### src/rtl/mips_pkg.sv
// Shared pipeline types: memory-stage FSM states and memory-op encoding.
package mips_pkg;

    typedef enum logic {
        IDLE,
        ACCESS
    } state_t;

    typedef enum logic [1:0] {
        NONE,
        LOAD,
        STORE
    } op_t;

endpackage

### src/rtl/mem_stage.sv
// Memory pipeline stage: passes ALU results straight to writeback, or runs
// one load/store against data memory and holds off upstream until the ack.
import mips_pkg::*;

module mem_stage #(
    parameter int unsigned ALIGN_CHECK = 1
) (
    input  logic        clk,
    input  logic        rst,
    input  logic        valid_in,
    output logic        ready_in,
    input  logic [31:0] result,
    input  logic [31:0] rt,
    input  logic [4:0]  dest,
    input  logic        reg_write,
    input  logic        mem_read,
    input  logic        mem_write,
    output logic        mem_req,
    output logic        mem_we,
    output logic [31:0] mem_addr,
    output logic [31:0] mem_wdata,
    input  logic        mem_ack,
    input  logic [31:0] mem_rdata,
    output logic        wb_valid,
    output logic [31:0] wb_data,
    output logic [4:0]  wb_dest,
    output logic        wb_reg_write,
    output logic        err
);

    state_t      state;
    state_t      state_next;
    op_t         op_q;
    logic [4:0]  dest_q;
    logic        reg_write_q;
    logic        is_mem;
    logic        illegal;

    assign ready_in = (state == IDLE);

    // Decode the incoming op and compute the next FSM state.
    always_comb begin
        is_mem     = mem_read | mem_write;
        illegal    = (mem_read && mem_write) ||
                     (is_mem && (ALIGN_CHECK != 0) && (result[1:0] != 2'b00));
        state_next = state;
        case (state)
            IDLE:    if (valid_in && is_mem && !illegal) state_next = ACCESS;
            ACCESS:  if (mem_ack) state_next = IDLE;
            default: state_next = IDLE;
        endcase
    end

    // FSM state register.
    always_ff @(posedge clk) begin
        if (rst) state <= IDLE;
        else     state <= state_next;
    end

    // Registered memory interface, op latches and writeback outputs.
    always_ff @(posedge clk) begin
        if (rst) begin
            mem_req      <= 1'b0;
            mem_we       <= 1'b0;
            mem_addr     <= '0;
            mem_wdata    <= '0;
            wb_valid     <= 1'b0;
            wb_data      <= '0;
            wb_dest      <= '0;
            wb_reg_write <= 1'b0;
            err          <= 1'b0;
            op_q         <= NONE;
            dest_q       <= '0;
            reg_write_q  <= 1'b0;
        end else begin
            wb_valid <= 1'b0;
            err      <= 1'b0;
            case (state)
                IDLE: begin
                    if (valid_in) begin
                        if (!is_mem) begin
                            wb_valid     <= 1'b1;
                            wb_data      <= result;
                            wb_dest      <= dest;
                            wb_reg_write <= reg_write;
                        end else if (illegal) begin
                            // Rejected op: flag it, never write the register file.
                            wb_valid     <= 1'b1;
                            err          <= 1'b1;
                            wb_reg_write <= 1'b0;
                        end else begin
                            mem_req     <= 1'b1;
                            mem_we      <= mem_write;
                            mem_addr    <= result;
                            mem_wdata   <= rt;
                            dest_q      <= dest;
                            reg_write_q <= reg_write;
                            op_q        <= mem_write ? STORE : LOAD;
                        end
                    end
                end
                ACCESS: begin
                    if (mem_ack) begin
                        mem_req  <= 1'b0;
                        mem_we   <= 1'b0;
                        wb_valid <= 1'b1;
                        wb_dest  <= dest_q;
                        if (op_q == LOAD) begin
                            wb_data      <= mem_rdata;
                            wb_reg_write <= reg_write_q;
                        end else begin
                            wb_reg_write <= 1'b0;
                        end
                    end
                end
                default: ;
            endcase
        end
    end

endmodule

### config.mk
export PLATFORM = sky130hd
export DESIGN_NAME = mem_stage
export DESIGN_NICKNAME = d
export VERILOG_FILES = /design/src/rtl/mips_pkg.sv /design/src/rtl/mem_stage.sv
export SDC_FILE = /design/constraint.sdc
export NUM_CORES = 1
export LEC_CHECK = 0
export ABC_AREA = 1
export CAP_MARGIN = 10
export CORE_MARGIN = 1
export CORE_UTILIZATION = 42
export DETAILED_ROUTE_END_ITERATION = 8
export PLACE_DENSITY = 0.78
export SYNTH_ARGS = -nofsm -noshare
export SYNTH_HDL_FRONTEND = slang
export SYNTH_SLANG_ARGS = --single-unit
### constraint.sdc
create_clock -name clk -period 1.96 [get_ports clk]
set_clock_uncertainty 0.15 [all_clocks]
set_input_delay 0.196 -clock clk [delete_from_list [all_inputs] [get_ports clk]]
set_output_delay 0.196 -clock clk [all_outputs]
set_load 0.01 [all_outputs]
==> impl.org, run 1 <==
** Worst setup path
- Data arrival time of the worst path :: 1.51 ns
- CP top delay family :: buffers and inverters
- The signal on the critical path passes through clkinv_4 -> clkdlybuf4s50_1.
- Worst Path Buf+Inv :: 2
- Critical path class :: flop to output pin
- For the worst setup path, the data required time is 1.61 ns.
- Of all nets on the critical path, the largest fanout is 17.
- RR Startpoint :: state
- Max incr delay on CP :: 0.54 ns
- STA classifies the critical path endpoint as an output pin.
- Worst setup SP type :: flop
- Master of the slowest instance on the critical path :: sky130_fd_sc_hd__clkdlybuf4s50_1
- Crit path launch :: state

** Drt
- DRT Pass-1 Iters :: 5
- For this run, design rule violations remaining after detail routing come to 0.
- In the routed layout, each cell is associated on average with a via count of 4.928.
- Number of DRC violations after detailed-routing iteration 0 :: 319
- In this run the remaining antenna-violating nets after routing total 0.
- Dividing the detail-routed wire length by the instance count gives 14.25 µm.
- Total via count in the routed design :: 5214
- Total routed wirelength :: 15080 µm

** Yosys
- Number of warnings printed during yosys synthesis :: 0
- Net Count, Synth :: 813
- Mapped Avg Cell Area :: 6.836 µm²
- Synthesis-stage register bit count :: 115
- Unique masters post-synth :: 19
- Summed over its instances, the top area cell type makes up 47.77% of the synthesized netlist area.
- The mapped netlist covers 0.004820 mm².
- Sequential-to-total area share from yosys stat :: 47.77%
- By area the synthesized netlist is led by sky130_fd_sc_hd__dfxtp_1, sky130_fd_sc_hd__nand2_1, sky130_fd_sc_hd__nand3_1.
- Of all cell types, the one taking the most synthesized area is sky130_fd_sc_hd__dfxtp_1.
- Post-synthesis instance total :: 705

** Clocking
- The cell sitting at the root of the clock tree is a sky130_fd_sc_hd__clkbuf_16.
- Number of clock sinks :: 115
- Clock latency on the worst-skew pair :: 0.40 ns
- Clock Path Buffers :: 2
- Counting the buffers created by CTS gives 17.
- The H-tree was split into 4 levels.
- CTS clk-pin slew, worst paths :: 0.05 ns
- TritonCTS built the clock tree.
- In this run the post-CTS setup repair buffer count came out at 0.

** Global route
- The via count of the first global-routing pass is 4936.
- The first global-routing pass estimated 23600 µm of wire.
- The number of antenna violations at the first check in global routing came to 0.
- For this run the aggregate overflow at the end of global routing stands at 0.
- In the global route stage, overall resource usage came out at 25.70%.
- Entering global routing, the biggest net connects 53 pins.

** STA
- Final Setup Violations :: 0
- Final-report max-slew violation count :: 0
- Final-report hold violation count :: 0
- In this run the tightest slew margin relative to its limit is 63.89%.
- Crit share post-route :: 94.78%
- Fmax :: 538.3 MHz
- For the final routed database, the setup TNS stands at 0 ns.
- Setup repair after global routing left no endpoint under its margin.
- Counting I/O delays and the setup requirement, the final critical path takes 1.858 ns.
- For the pin with the worst max-slew slack, the measured transition is 0.5416 ns.

** Die
- I/O pin total :: 215
- The die is 109.1 µm tall.
- Area of the core :: 0.01103 mm²
- Number of placement rows :: 38
- Width of the die :: 109.1 µm
- Die outline area :: 0.01191 mm²
- Once the floorplan was initialized, standard cells occupied 43.69% of the core.

** Placed design
- Area of placed instances :: 0.007061 mm²
- Final weighted congestion in routability-driven placement :: 0.8294
- In this run the tool buffered the top-level ports with 214 buffer cells.
- Sum of net half-perimeters after detailed placement :: 10610 µm

** Hold path
- Path category of the worst min-delay check :: input pin to flop
- The startpoint identified for the worst hold timing path is rst.

** Layout
- Area of all placed cells without fillers :: 0.007675 mm²
- For this run, the post-layout net count is 1014.
- Final antenna diode count :: 0
- Relative area change from synthesis to final layout :: 59.24%
- Share of layout cells above drive strength 1 :: 5.882%

** Power and ir drop
- Static Leak :: 3.188 nW
- Power per standard cell area :: 846.0 mW/mm²
- Worst IR Drop VDD :: 0.0004778 V

** Flow run
- Across the run, the number of max-cap violations was 0.

** Run status
- Status :: finished clean
-- tightest hold or removal path, stage by stage --
cell and delay [ns]:
sky130_fd_sc_hd__buf_2 0.11, sky130_fd_sc_hd__inv_1 0.08, sky130_fd_sc_hd__nand2_1 0.07, sky130_fd_sc_hd__nor4_1 0.06
-- cells by family after synthesis --
group	after synthesis	synth area share (%)
AO/OA/AOI/OAI	84	8.879
buffers and inverters	94	8.878
flip-flops	115	47.77
AND/OR/NAND/NOR	412	34.48
-- metrics by stage --
stage               setup WS [ns]  std cells  utilization (%)  power [mW]  hold slack [ns]
detailed placement        0.04649       1026            64.01       3.398           0.2819
finish                     0.1023       1058            69.58       6.493          0.02309
global route              0.01913       1058            69.58       6.756          0.04630
global placement          0.08385       1026            64.01       3.379           0.2831
floorplan                  0.5315        705                -       2.895           0.2104
CTS                       0.01475       1058            69.54       6.540          0.02265
-- area by class of cell --
cell class	instances	area, µm²
timing repair buffer	231	2325
clock inverter	11	161.4
fill	929	3356
inverter	45	173.9
sequential	115	2303
clock buffer	20	436.7
tap	140	175.2
multi-input combinational	496	2100
-- where the power goes --
| group | internal, mW | switching, mW |
|---|---|---|
| combinational | 0.462 | 0.407 |
| clock | 2.11 | 1.03 |
| sequential | 2.44 | 0.0503 |
-- layout by cell type, fill, tap and decap left out, types with 2 or more instances in the layout --
cell type                         count
sky130_fd_sc_hd__a21oi_1             72
sky130_fd_sc_hd__nand3_1             72
sky130_fd_sc_hd__buf_4               11
sky130_fd_sc_hd__clkbuf_1             3
sky130_fd_sc_hd__clkbuf_16           17
sky130_fd_sc_hd__clkinv_4             2
sky130_fd_sc_hd__inv_1               44
sky130_fd_sc_hd__buf_12               5
sky130_fd_sc_hd__o21ai_2              2
sky130_fd_sc_hd__nand2_1            251
sky130_fd_sc_hd__bufinv_16            4
sky130_fd_sc_hd__o21ai_0             10
sky130_fd_sc_hd__clkdlybuf4s50_1    212
sky130_fd_sc_hd__clkinv_2             5
sky130_fd_sc_hd__dfxtp_1            114
sky130_fd_sc_hd__nor2_1              83
sky130_fd_sc_hd__buf_2                2
-- layer usage --
metal | share of wire, % | track usage [%] | up-vias
met5 | 0 | 0 | -
met4 | 1.8 | 9.459 | 0
met3 | 9.8 | 8.846 | 22
met2 | 48 | 44.25 | 229
met1 | 40 | 29.23 | 2356
li1 | - | - | 2607
-- cell usage after synthesis --
cell type / n
sky130_fd_sc_hd__buf_4: 8
sky130_fd_sc_hd__nand2_1: 251
sky130_fd_sc_hd__a21oi_1: 72
sky130_fd_sc_hd__nor4_1: 1
sky130_fd_sc_hd__dfxtp_1: 115
sky130_fd_sc_hd__nand3_1: 73
sky130_fd_sc_hd__nor2_1: 83
sky130_fd_sc_hd__nor2_2: 1
sky130_fd_sc_hd__buf_6: 4
sky130_fd_sc_hd__clkbuf_1: 22
sky130_fd_sc_hd__o21ai_0: 10
sky130_fd_sc_hd__nand3_4: 1
sky130_fd_sc_hd__and2_1: 1
sky130_fd_sc_hd__buf_2: 12
sky130_fd_sc_hd__o21ai_2: 2
sky130_fd_sc_hd__inv_1: 44
sky130_fd_sc_hd__buf_1: 3
sky130_fd_sc_hd__or2_2: 1
sky130_fd_sc_hd__inv_2: 1
-- path summary, 6_finish.rpt --
check | end | slack (ns) | depth (start not counted)
worst max-delay path | ready_in | 0.10 | 2
worst max register to register | wb_data[28] | 0.38 | 7
worst min-delay path | err | 0.02 | 4
worst min register to register | mem_addr[0] | 0.29 | 2
-- what timing repair did --
item                                    in CTS  in global routing
hold buffers                                 1                  0
pin swaps                                    0                  0
endpoints found under the setup margin       1                  1
hold endpoints to repair                     1                  0
gates resized for setup                      1                  2
-- state kept, by name, indices dropped and copies added (netlist names), 2 cells and up --
name       cells
dest_q         5
mem_addr      32
mem_wdata     32
op_q           2
wb_data       32
wb_dest        5
Note: power is estimated with default switching activity, not from simulation.
==> run 2, diff against run 1 <==
- CORE_UTILIZATION: 42 -> 43
- CTS_BUF_LIST: not set -> sky130_fd_sc_hd__clkbuf_2 sky130_fd_sc_hd__clkbuf_4 sky130_fd_sc_hd__clkbuf_8
- PLACE_DENSITY: 0.78 -> 0.8
==> run 2 against run 1 <==
  * Global-route usage down 1.1 points
  * Flip-flop and latch count unchanged
  * Non-clock buffer count up 1
  * Core utilization down 0.97 points
  * Design area down 2.7%
  * Critical path type unchanged
  * Largest cell class unchanged
  * Largest power group is now sequential cells
==> impl.org, run 2 (synthesis gave the netlist of run 1 again) <==
** Run status
- Status :: finished clean

** Clocking
- Clock Path Buffers :: 2
- Post-CTS setup buffer count :: 0
- Cts repair resizes :: 0
- TritonCTS created 17 clock buffers.
- CTS saw 115 sinks.
- TritonCTS built the clock tree.
- H-tree level count :: 4
- Buffers inserted to repair hold after CTS numbered 1.
- Clock latency on the worst-skew pair :: 0.40 ns
- Clock root cell :: sky130_fd_sc_hd__clkbuf_8
- After clock tree synthesis, the clock-pin slew on the worst setup and hold paths is 0.07 ns.

** Die
- The die covers 0.01164 mm².
- Area of the core :: 0.01089 mm²
- Width of the die :: 107.9 µm
- During I/O placement, the number of pins put on the boundary was 215.
- Die H :: 107.9 µm
- Number of placement rows :: 38
- Initial Util :: 44.27%

** STA
- Final-report hold violation count :: 0
- At the pin with the least slew margin, the transition time is 0.4529 ns.
- Crit share post-route :: 95.13%
- Sum of negative setup slack :: 0 ns
- Final-report max-slew violation count :: 0
- Final Critical Period :: 1.865 ns
- The worst pin sits at a relative slew slack of 69.81%.
- Setup violations remaining at the end of the flow were counted as 0.
- Unrepaired setup endpoints after global routing :: false
- Fmax :: 536.3 MHz

** Power and ir drop
- The analysis attributes to cell leakage a power of 3.084 nW.
- Worst IR Drop VDD :: 0.0005176 V
- Per report_power, the combinational group accounts for 15.7% of the total.
- Net switching is 26.07% of the power.
- Power dissipated by switching net loads :: 1.434 mW
- Sequential group share of total power :: 45.1%
- The internal portion of the total power is 4.065 mW.
- Of the total power, the clock network draws 39.2%.
- Power per standard cell area :: 736.1 mW/mm²
- The design draws 5.498 mW.

** Hold path
- Worst min-delay path startpoint :: valid_in
- For hold timing, the worst endpoint is mem_wdata[31].
- Along the worst hold path, the cell count comes to 3.
- Path category of the worst min-delay check :: input pin to flop

** Worst setup path
- Depth of the worst register-to-register path :: 7
- The worst register-to-register path ends at wb_data[26].
- RR Startpoint :: state
- On the critical path, the stage with the largest delay is an instance of sky130_fd_sc_hd__clkdlybuf4s50_1.
- STA classifies the critical path startpoint as a flop.
- For this run, the slowest stage of the critical path takes 0.60 ns.
- STA classifies the critical path endpoint as an output pin.
- The critical path goes through inv_2 -> clkdlybuf4s50_1.
- Worst-path maximum fanout :: 7
- Across all register-to-register paths, the minimum setup slack is 0.37 ns.
- At the worst endpoint, the required time is 1.61 ns.
- The critical path in this run is classified as flop to output pin.
- Data arrival time of the worst path :: 1.52 ns

** Layout
- The top cell types in the final layout, fill and taps aside, are sky130_fd_sc_hd__nand2_1, sky130_fd_sc_hd__clkdlybuf4s50_1, sky130_fd_sc_hd__dfxtp_1.
- Multi-input gate area in the final layout :: 0.002100 mm²
- The finished layout holds 1060 standard cells, fillers aside.
- Largest registers ranked by flip-flop count :: mem_addr (32), mem_wdata (32), wb_data (32)
- Most common cell after layout, fill and taps aside :: sky130_fd_sc_hd__nand2_1
- The post-route netlist has 6.413% of its cells at a drive strength greater than 1.
- 0 antenna diodes ended up in the layout.
- Relative area change from synthesis to final layout :: 54.98%
- Filler instances :: 961
- Total area of sequential cells :: 0.002303 mm²
- Final layout net count :: 1015
- Post-layout util :: 68.60%

** Drt
- For this block, the initial DRC count from the detailed router was 288.
- Final ANT Viol Nets :: 0
- In the routed design, unresolved DRC markers number 0.
- Dividing the detail-routed wire length by the instance count gives 13.59 µm.
- The routed layout has 5088 vias.
- Total routed wirelength :: 14400 µm
- Mean number of vias per cell :: 4.800
- The first detailed-routing pass took 5 iterations.

** Flow run
- Across the run, the number of max-cap violations was 0.

** Global route
- Aggregate global routing overflow :: 0
- Total routing usage reported by global routing :: 24.65%
- Pin count of the biggest net entering global routing :: 42
- The number of antenna violations at the first check in global routing came to 0.
- The via count of the first global-routing pass was 4552.
- The first global-routing pass estimated 22280 µm of wire.

** Placed design
- Buffers placed on the I/O ports in this run total 214.
- Number of placed instances with taps included :: 1027
- Routability-driven placement finished with a final weighted congestion of 0.7605.
- Sum of net half-perimeters after detailed placement :: 9912 µm
[run 2: cell types whose count changed in the layout (fill, tap and decap cells not counted), moves of 2 or more]
cell	change
sky130_fd_sc_hd__clkbuf_1	-3
sky130_fd_sc_hd__clkbuf_8	+18
sky130_fd_sc_hd__clkinvlp_4	+4
sky130_fd_sc_hd__clkbuf_16	-17
sky130_fd_sc_hd__bufinv_16	-2
[run 2: area by class of cell]
type                    instances  area share, %
flip-flops and latches        115          30.84
clock buffers                  19          3.417
multi-input cells             496          28.11
well taps                     140          2.345
repair buffers                232          31.22
clock inverters                13          1.809
inverters                      45          2.261
[run 2: layer usage]
layer | global-route usage [%] | part of all wire, % | vias up
met5 | 0 | 0 | -
met4 | 8.611 | 1.4 | 0
met3 | 8.414 | 8.3 | 16
met2 | 40.06 | 46 | 176
met1 | 30.20 | 44 | 2289
li1 | - | - | 2607
[run 2: how the worst max path moves through the flow]
stage	start	depth (start not counted)	slack [ns]	endpoint
after detailed placement	mem_write	7	0.12	mem_wdata[4]
after global routing	state	2	0.03	ready_in
after floorplan	state	7	0.53	wb_data[10]
after global placement	mem_write	6	0.18	wb_data[23]
after CTS	state	2	0.06	ready_in
final	state	2	0.1	ready_in
[run 2: worst max-delay path: cells and delay by family (launching register included)]
kind,cells,cell delay (ns)
DFF,1,0.37
buffers and inverters,2,0.75
[run 2: power by group through the flow]
stage	registers (mW)	clock network, mW	logic (mW)
CTS	2.48	2.20	0.869
finish	2.48	2.15	0.866
global route	2.49	2.33	0.948
detailed placement	2.53	0	0.862
global placement	2.53	0	0.854
floorplan	2.57	0	0.325
[run 2: through the flow]
stage / hold WS (ns) / instance area (µm²) / setup WS [ns]
finish: 0.04327 / 7470 / 0.09536
CTS: 0.01679 / 7470 / 0.06233
global route: 0.02530 / 7470 / 0.02642
detailed placement: 0.2818 / 7069 / 0.1237
global placement: 0.2793 / 7069 / 0.1786
floorplan: 0.2104 / 4820 / 0.5315
